===== src/rtl/ps2_tx_pkg.sv =====
// PS/2 transmitter shared definitions: frame constants, FSM state encodings
// and the odd-parity helper used by the serialiser.
package ps2_tx_pkg;

  localparam logic START_BIT  = 1'b0;
  localparam logic STOP_BIT   = 1'b1;
  localparam int   DATA_BITS  = 8;
  localparam int   FRAME_BITS = 11;

  localparam logic [2:0] S_IDLE   = 3'd0;
  localparam logic [2:0] S_START  = 3'd1;
  localparam logic [2:0] S_DATA   = 3'd2;
  localparam logic [2:0] S_PARITY = 3'd3;
  localparam logic [2:0] S_STOP   = 3'd4;
  localparam logic [2:0] S_GAP    = 3'd5;

  function automatic logic odd_par(input logic [7:0] b);
    return ~^b;
  endfunction

endpackage


===== src/rtl/ps2_tx_fifo.sv =====
// Byte FIFO, DEPTH x 8, async active-low reset.
// Ports: clk, rst_n, push/din, pop/dout, full, empty, count.
module ps2_tx_fifo #(
  parameter int DEPTH = 4
) (
  input  logic                     clk,
  input  logic                     rst_n,
  input  logic                     push,
  input  logic [7:0]               din,
  input  logic                     pop,
  output logic [7:0]               dout,
  output logic                     full,
  output logic                     empty,
  output logic [$clog2(DEPTH):0]   count
);

  localparam int AW = $clog2(DEPTH);
  localparam int CW = AW + 1;

  logic [7:0]    mem [DEPTH];
  logic [AW-1:0] wptr;
  logic [AW-1:0] rptr;
  logic          do_push;
  logic          do_pop;

  assign full    = count == CW'(DEPTH);
  assign empty   = count == '0;
  assign do_push = push && !full;
  assign do_pop  = pop && !empty;
  assign dout    = mem[rptr];

  // DEPTH is a power of two, so pointers wrap naturally
  always_ff @(posedge clk or negedge rst_n) begin
    if (!rst_n) begin
      wptr  <= '0;
      rptr  <= '0;
      count <= '0;
    end else begin
      if (do_push) wptr <= wptr + 1'b1;
      if (do_pop)  rptr <= rptr + 1'b1;
      if (do_push && !do_pop)      count <= count + 1'b1;
      else if (!do_push && do_pop) count <= count - 1'b1;
    end
  end

  always_ff @(posedge clk) begin
    if (do_push) mem[wptr] <= din;
  end

endmodule


===== src/rtl/ps2_tx.sv =====
// PS/2-style serial transmitter: FIFO-buffered bytes sent as start, 8 data, odd parity, stop.
// Ports: clk, rst_n, tx_data/tx_valid/tx_ready, data_out (idle high), busy, frame_done.
module ps2_tx
  import ps2_tx_pkg::*;
#(
  parameter int DEPTH        = 4,
  parameter int CLKS_PER_BIT = 1,
  parameter int IDLE_BITS    = 1,
  parameter int MSB_FIRST    = 1
) (
  input  logic       clk,
  input  logic       rst_n,
  input  logic [7:0] tx_data,
  input  logic       tx_valid,
  output logic       tx_ready,
  output logic       data_out,
  output logic       busy,
  output logic       frame_done
);

  localparam int CW      = $clog2(CLKS_PER_BIT + 1);
  localparam int GAP_CYC = IDLE_BITS * CLKS_PER_BIT;
  localparam int GW      = (GAP_CYC > 0) ? $clog2(GAP_CYC + 1) : 1;

  localparam logic [CW-1:0] CYC_LAST = CW'(CLKS_PER_BIT - 1);
  localparam logic [GW-1:0] GAP_LAST = GW'((GAP_CYC > 0) ? GAP_CYC - 1 : 0);
  localparam logic [2:0]    IDX_LAST = 3'(DATA_BITS - 1);

  logic [2:0]    state;
  logic [7:0]    sh;
  logic          par;
  logic [2:0]    idx;
  logic [CW-1:0] cyc;
  logic [GW-1:0] gcnt;
  logic          rdy_q;

  logic [7:0]            f_dout;
  logic                  f_full;
  logic                  f_empty;
  logic [$clog2(DEPTH):0] f_count;

  logic       push;
  logic       pop;
  logic       bit_end;
  logic [7:0] sh_nxt;

  // rdy_q keeps tx_ready low through reset and opens it one edge after release
  assign tx_ready = rdy_q && !f_full;
  assign push     = tx_valid && tx_ready;
  assign pop      = (state == S_IDLE) && !f_empty;
  assign busy     = (state != S_IDLE) || (f_count != '0);
  assign bit_end  = cyc == CYC_LAST;
  assign sh_nxt   = (MSB_FIRST != 0) ? {sh[6:0], 1'b0}
                                     : {1'b0, sh[7:1]};

  function automatic logic head(input logic [7:0] b);
    return (MSB_FIRST != 0) ? b[7] : b[0];
  endfunction

  ps2_tx_fifo #(
    .DEPTH (DEPTH)
  ) u_fifo (
    .clk   (clk),
    .rst_n (rst_n),
    .push  (push),
    .din   (tx_data),
    .pop   (pop),
    .dout  (f_dout),
    .full  (f_full),
    .empty (f_empty),
    .count (f_count)
  );

  always_ff @(posedge clk or negedge rst_n) begin
    if (!rst_n) begin
      state      <= S_IDLE;
      sh         <= '0;
      par        <= 1'b0;
      idx        <= '0;
      cyc        <= '0;
      gcnt       <= '0;
      data_out   <= 1'b1;
      frame_done <= 1'b0;
      rdy_q      <= 1'b0;
    end else begin
      rdy_q      <= 1'b1;
      frame_done <= 1'b0;
      unique case (1'b1)
        state == S_IDLE: begin
          data_out <= 1'b1;
          cyc      <= '0;
          if (!f_empty) begin
            sh       <= f_dout;
            par      <= odd_par(f_dout);
            state    <= S_START;
            data_out <= START_BIT;
          end
        end
        state == S_START: begin
          if (bit_end) begin
            cyc      <= '0;
            idx      <= '0;
            state    <= S_DATA;
            data_out <= head(sh);
          end else begin
            cyc <= cyc + 1'b1;
          end
        end
        state == S_DATA: begin
          if (bit_end) begin
            cyc <= '0;
            if (idx == IDX_LAST) begin
              state    <= S_PARITY;
              data_out <= par;
            end else begin
              idx      <= idx + 1'b1;
              sh       <= sh_nxt;
              data_out <= head(sh_nxt);
            end
          end else begin
            cyc <= cyc + 1'b1;
          end
        end
        state == S_PARITY: begin
          if (bit_end) begin
            cyc      <= '0;
            state    <= S_STOP;
            data_out <= STOP_BIT;
          end else begin
            cyc <= cyc + 1'b1;
          end
        end
        state == S_STOP: begin
          if (bit_end) begin
            cyc        <= '0;
            gcnt       <= '0;
            frame_done <= 1'b1;
            data_out   <= 1'b1;
            state      <= (IDLE_BITS > 0) ? S_GAP : S_IDLE;
          end else begin
            cyc <= cyc + 1'b1;
          end
        end
        state == S_GAP: begin
          data_out <= 1'b1;
          if (gcnt == GAP_LAST) state <= S_IDLE;
          else                  gcnt  <= gcnt + 1'b1;
        end
        default: begin
          state    <= S_IDLE;
          data_out <= 1'b1;
        end
      endcase
    end
  end

endmodule


===== config.mk =====
export PLATFORM = sky130hd
export DESIGN_NAME = ps2_tx
export DESIGN_NICKNAME = d
export VERILOG_FILES = /design/src/rtl/ps2_tx_pkg.sv /design/src/rtl/ps2_tx_fifo.sv /design/src/rtl/ps2_tx.sv
export SDC_FILE = /design/constraint.sdc
export NUM_CORES = 1
export LEC_CHECK = 0
export BUFFER_PORTS_ARGS = -buffer_cell sky130_fd_sc_hd__buf_2
export CAP_MARGIN = 20
export CORE_ASPECT_RATIO = 2
export CORE_UTILIZATION = 35
export DETAILED_ROUTE_END_ITERATION = 12
export PLACE_DENSITY = 0.55
export SLEW_MARGIN = 20
export SYNTH_ARGS = -nofsm -noshare
export SYNTH_HDL_FRONTEND = slang
export SYNTH_SLANG_ARGS = --single-unit

===== constraint.sdc =====
create_clock -name clk -period 2.2 [get_ports clk]
set_input_delay 0 -clock clk [delete_from_list [all_inputs] [get_ports clk]]
set_output_delay 0 -clock clk [all_outputs]
set_load 0.02 [all_outputs]

==> results.yml, run 1 <==
synthesis:
  yosysTopAreaCell: "edfxtp_1"
  async_flop_share_pct: 43.9
  synth_cell_type_count: 35
  synth-edff-count: 32
  synth_top_area_share_pct: 39.1
  ys_ff_latch: 57
  synth_seq_area_share_pct: 64.6
  yosys_warnings: 0
  syn_inst: 162
  post_synth.cell_area_avg_sq_um: 15.2
  synth.cell_area_sq_mm: 0.00246
  syn_nets: 181
  synth_flop_cell: "edfxtp_1"
  yosys-top-cells-area: "edfxtp_1 39%, dfrtp_1 24%, mux4_2 7.3%"
pwr:
  swShare_pct: 31.3
  power_mw: 4.90
  seqPwrFrac_pct: 33.4
  powerDensity_mw_per_mm2: 1560
  internal_power_mw: 3.37
  power_leakage_nw: 1.23
  p_sw_mw: 1.53
  peakVddDrop_v: 0.000888
  clockPowerShare_pct: 29.9
  power_frac_comb_pct: 36.7
sta:
  fmax_mhz: 483
  finalSetupViolations: 0
  setup_ws_ns: 0.129
  maxSlewHeadroom_pct: 62.0
  layout_min_cycle_time_ns: 2.07
  fin_crit_sh_pct: 94.1
  final-max-slew-violation-count: 0
  clock_skew_ns: 0.00450
  finalHoldViolCount: 0
  tns_ns: 0
  tightest_slew_ns: 0.569
placement:
  placedCellCount: 265
  globalplace.congestion: 0.751
  port_buffers: 14
  place_ws_ns: 0.00772
  dp_hpwl_mm: 3.14
run:
  maxCapViolations: 0
grt:
  grt_usage_pct: 14.6
  use_met1_pct: 14.5
  use_met3_pct: 5.35
  grt_antenna_before_repair: 0
  grt_max_degree: 26
  grt.met2_usage_pct: 24.5
  grt_pass1_vias: 1574
  top_usage_layer: "met2"
  grt_pass1_wl_mm: 7.43
  overflow: 0
setup_path:
  crit_path_max_fanout: 4
  crit_chain: "nor3_4 -> and2b_2 -> inv_2 -> ha_1 -> inv_1 -> fa_1 -> xor2_1 -> nor2_1 -> xor2_1"
  cp.required_ns: 2.45
  crit_type: "register to register"
  crit_buf_inv: 2
  slowest_delay_ns: 0.42
  critPathSlowestCell: "dfrtp_1"
  crit_path_end_kind: "register"
  cp.arrival_ns: 2.32
  critPathLaunchType: "register"
  path_delay_family: "simple AND/OR/NAND/NOR gates"
  cpMostUsedCell: "xor2_1"
die:
  die-area_sq_mm: 0.00738
  pin_count: 15
  fp.dieW_um: 61.3
  start_util_pct: 36.8
  dieHeight_um: 121
  core_sq_mm: 0.00667
  rows: 42
routing:
  drt_iter0_markers: 53
  finalWirelength_mm: 4.37
  avgViaCountPerCell: 4.78
  ant_nets: 0
  drc_errors: 0
  avgRoutedWirePerCell_um: 14.8
  firstDrtPassIters: 3
  via_count: 1410
clock_network:
  clk_pin_slew_ns: 0.05
  clk_path_buf_depth: 2
  clkSinkCount: 57
  cts_made_buffers: 9
  h-tree-depth: 3
  cts_tree: "yes"
  root_buffer: "clkbuf_16"
  clock_latency_ns: 0.33
layout:
  stdcell_count: 295
  area_growth_pct: 27.6
  drive_gt1_share_pct: 29.5
  fillerInstances: 606
  antenna_cells: 0
  nNetsFinal: 221
worst_hold_path:
  min_path_type: "primary input to register"
status:
  status: "finished clean"
## logic make-up after synthesis
logic type	share of synthesized area, %
AO/OA/AOI/OAI	5.35
AND/OR/NAND/NOR	6.62
multiplexers	11.6
adder cells (fa/ha/maj)	4.38
XOR/XNOR	4.99
other	0.153
flip-flops	64.6
buffers and inverters	2.34
## final timing paths
kind | start | end | slack (ns) | cells after the start
worst min register to register | par | par | 0.51 | 1
min in group asynchronous | rst_n | sh[3] | 0.20 | 2
worst max register to register | u_fifo.count[1] | u_fifo.count[2] | 0.13 | 9
worst max-delay path | u_fifo.count[1] | u_fifo.count[2] | 0.13 | 9
worst min-delay path | tx_valid | u_fifo.wptr[0] | 0.17 | 3
max in group asynchronous | rst_n | u_fifo.count[0] | 1.58 | 2
## metal layers
layer,routed length (um),vias up,part of all wire (%)
li1,-,671,-
met1,1620,698,37
met2,2450,26,56
met3,153,15,3.5
met4,147,0,3.4
met5,0,-,0
## worst reg2reg max path: stages, from the launching register on
cell and delay [ns]:
dfrtp_1 0.42, nor3_4 0.20, and2b_2 0.26, inv_2 0.08, ha_1 0.18, inv_1 0.06, fa_1 0.38, xor2_1 0.15
nor2_1 0.11, xor2_1 0.15
## through the flow
stage | instance area, sq um | util (%) | hold slack (ns)
2_1_floorplan | 2460 | - | -0.296
3_3_place_gp | 2680 | 40.1 | 0.0168
3_5_place_dp | 2680 | 40.1 | 0.0357
4_1_cts | 3090 | 46.2 | 0.208
5_1_grt | 3140 | 47.0 | 0.183
6_report | 3140 | 47.0 | 0.166
## power by group through the flow
stage	registers (mW)	clock network (mW)	logic [mW]
after floorplan	1.59	0	1.35
after global placement	1.63	0	1.65
after detailed placement	1.65	0	1.73
after CTS	1.64	1.50	1.74
after global routing	1.67	1.53	2.02
final	1.64	1.47	1.80
## what timing repair did
action                                  4_1_cts  5_1_grt
resized for setup                             0        5
setup buffers                                 0        5
endpoints found under the setup margin        0        2
endpoints found under the hold margin        56        0
hold buffers                                  9        0
## area by class of cell
type | instances | area [sq um] | area share [%]
sequential | 57 | 1590 | 50.7
multi-input combinational | 93 | 828 | 26.4
timing repair buffer | 36 | 270 | 8.62
clock buffer | 9 | 225 | 7.18
tap | 88 | 110 | 3.51
clock inverter | 7 | 95.1 | 3.03
inverter | 5 | 18.8 | 0.598
## cell usage after synthesis (all sizes together) (4+ instances only)
| library cell | instances |
|---|---|
| a21oi | 7 |
| a22o | 5 |
| and3 | 4 |
| buf | 4 |
| dfrtp | 24 |
| edfxtp | 32 |
| ha | 7 |
| inv | 5 |
| mux2i | 7 |
| mux4 | 8 |
| nand2 | 6 |
| nor2 | 10 |
| xnor2 | 12 |
## state kept, by name, indices dropped and copies added (netlist names)
register and count:
data_out 1, frame_done 1, idx 3, par 1, rdy_q 1, sh 8
state 3, u_fifo.count 3, u_fifo.mem 32, u_fifo.rptr 2, u_fifo.wptr 2
## cell usage in the layout (no fill, tap or decap), types with 2 or more instances in the layout
master / instances
bufinv_16: 2
mux2i_1: 7
o21bai_1: 2
buf_4: 12
mux4_2: 8
nor2_1: 10
buf_2: 14
a21oi_1: 7
ha_1: 7
dlygate4sd3_1: 9
inv_1: 4
nor2b_1: 2
and3_1: 4
mux2_2: 3
a22o_1: 5
edfxtp_1: 32
nor3_1: 2
nand2_1: 6
clkbuf_16: 9
dfrtp_1: 23
xnor2_1: 12
xor2_1: 2
o21ai_0: 3
clkinv_2: 2
clkinv_4: 2
nor3b_1: 2
No activity file was read; power rests on OpenSTA's default activity.
==> run 2: changes to the inputs <==
- ABC_AREA: unset -> 1
- PLACE_DENSITY: 0.55 -> 0.54
==> results.yml, run 2 <==
sta:
  fin_crit_sh_pct: 94.3
  fmax_mhz: 482
  finalHoldViolCount: 0
  rsz0062_at_grt: "no"
  tns_ns: 0
  clock_skew_ns: 0.00739
  finalSetupViolations: 0
  setup_ws_ns: 0.126
  layout_min_cycle_time_ns: 2.07
  tightest_slew_ns: 0.566
  maxSlewHeadroom_pct: 62.2
  final-max-slew-violation-count: 0
placement:
  globalplace.congestion: 0.787
  port_buffers: 14
  dp_hpwl_mm: 3.85
  place_ws_ns: 0.103
clock_network:
  cts_made_buffers: 9
  clk_path_buf_depth: 2
  h-tree-depth: 3
  cts_tree: "yes"
  clk_pin_slew_ns: 0.05
  clock_latency_ns: 0.33
  clkSinkCount: 57
  root_buffer: "clkbuf_16"
layout:
  largest_reg_flops: 32
  reg_top3: "u_fifo.mem (32), sh (8)"
  final_common_cell: "nand2_1"
  drive_gt1_share_pct: 20.5
  area_growth_pct: 20.4
  largest-register: "u_fifo.mem"
  fillerInstances: 769
  antenna_cells: 0
  most-common-layout-cells: "109 x nand2_1, 32 x edfxtp_1, 20 x inv_1, 20 x nand3_1, 20 x dfrtp_1"
  nNetsFinal: 341
routing:
  drt_iter0_markers: 34
  firstDrtPassIters: 4
  via_count: 1896
  finalWirelength_mm: 5.32
  ant_nets: 0
  avgViaCountPerCell: 4.50
  avgRoutedWirePerCell_um: 12.6
  drc_errors: 0
die:
  pin_count: 15
  core_sq_mm: 0.00760
  die-area_sq_mm: 0.00829
  dieHeight_um: 128
  rows: 45
  fp.dieW_um: 64.9
  start_util_pct: 36.4
setup_path:
  crit_type: "register to register"
  critPathLaunchType: "register"
  slowest_delay_ns: 0.43
  cp.arrival_ns: 2.28
  critPathSlowestCell: "dfrtp_2"
  crit_path_end_kind: "register"
  cp.required_ns: 2.41
  crit_chain: "nor2_4 -> inv_2 -> nor2_2 -> inv_2 -> nor2_4 -> inv_4 -> ha_1 -> inv_1 -> fa_1 -> mux2_2"
  crit_path_max_fanout: 6
synthesis:
  synth_top_area_share_pct: 34.7
  yosysTopAreaCell: "edfxtp_1"
  synth.cell_area_sq_mm: 0.00277
  async_flop_share_pct: 43.9
  syn_nets: 306
  synth-edff-count: 32
  synth_flop_cell: "edfxtp_1"
  post_synth.cell_area_avg_sq_um: 9.64
  syn_inst: 287
  yosys_warnings: 0
  yosys-top-cells-area: "edfxtp_1 35%, dfrtp_1 22%, nand2_1 15%"
  ys_ff_latch: 57
  synth_cell_type_count: 35
  synth.most_common_cell: "nand2_1"
  synth_seq_area_share_pct: 57.4
  yosys-top-cells-count: "110 x nand2_1, 32 x edfxtp_1, 24 x dfrtp_1, 20 x inv_1, 20 x nand3_1"
worst_hold_path:
  min_path_type: "primary input to register"
grt:
  grt_usage_pct: 15.4
  grt_pass1_wl_mm: 9.30
  grt_max_degree: 26
  grt_antenna_before_repair: 0
  overflow: 0
  grt_pass1_vias: 1979
pwr:
  power_leakage_nw: 1.51
  powerDensity_mw_per_mm2: 1490
  peakVddDrop_v: 0.000574
run:
  maxCapViolations: 0
status:
  status: "finished clean"
[run 2: where the power goes]
part	switching (mW)	internal, mW
clock	0.446	0.853
combinational	1.31	0.735
sequential	0.193	1.43
total	1.95	3.02
[run 2: cell families after synthesis]
logic type	after synthesis	synth area share, %
multiplexers	1	0.407
AO/OA/AOI/OAI	20	4.75
flip-flops	57	57.4
adder cells (fa/ha/maj)	8	3.89
XOR/XNOR	4	1.27
AND/OR/NAND/NOR	162	25.9
other	1	0.136
buffers and inverters	34	6.24
[run 2: path summary, 6_finish.rpt]
path | slack [ns] | to | cells after the start | startpoint
setup / recovery | 0.13 | u_fifo.count[1] | 10 | state[0]
hold / removal | 0.02 | u_fifo.wptr[0] | 3 | tx_valid
setup reg to reg | 0.13 | u_fifo.count[1] | 10 | state[0]
hold reg to reg | 0.49 | idx[2] | 2 | idx[2]
max in group asynchronous | 1.59 | state[2] | 2 | rst_n
min in group asynchronous | 0.20 | sh[5] | 2 | rst_n
[run 2: layer usage]
layer  wire length (um)  GRT usage, %
met5                  0             0
met2               3020          27.7
met4                 97          7.06
met1               2060          15.3
met3                142          5.34
[run 2: final cells by class]
type | instances | area (sq um) | share of cell area (%)
Multi-Input combinational cell | 196 | 1020 | 30.6
Clock inverter | 6 | 48.8 | 1.46
Clock buffer | 10 | 229 | 6.87
Tap cell | 94 | 118 | 3.53
Inverter | 28 | 113 | 3.38
Sequential cell | 57 | 1590 | 47.8
Timing Repair Buffer | 30 | 213 | 6.38
[run 2: through the flow]
| step | hold WS [ns] | util [%] | cell area, sq um | total power [mW] | std cells |
|---|---|---|---|---|---|
| finish | 0.0160 | 43.8 | 3330 | 4.97 | 421 |
| global route | 0.0147 | 43.8 | 3330 | 5.42 | 421 |
| CTS | 0.0764 | 43.6 | 3310 | 5.02 | 420 |
| detailed placement | 0.0307 | 38.7 | 2940 | 3.68 | 395 |
| global placement | 0.0379 | 38.7 | 2940 | 3.63 | 395 |
| floorplan | -0.296 | - | 2770 | 3.30 | 287 |
[run 2: repair_timing]
item / 4_1_cts / 5_1_grt
resized for setup: 0 / 6
setup buffers: 0 / 1
endpoints found under the setup margin: 0 / 2
endpoints found under the hold margin: 56 / 0
hold buffers: 9 / 0
[run 2: worst max-delay path: cells and delay by family, from the launching register on]
kind                     cells  cell delay [ns]
flip-flops                   1             0.43
AND/OR/NAND/NOR              3             0.38
multiplexers                 1             0.27
buffers and inverters        4             0.27
adder cells (fa/ha/maj)      2             0.60
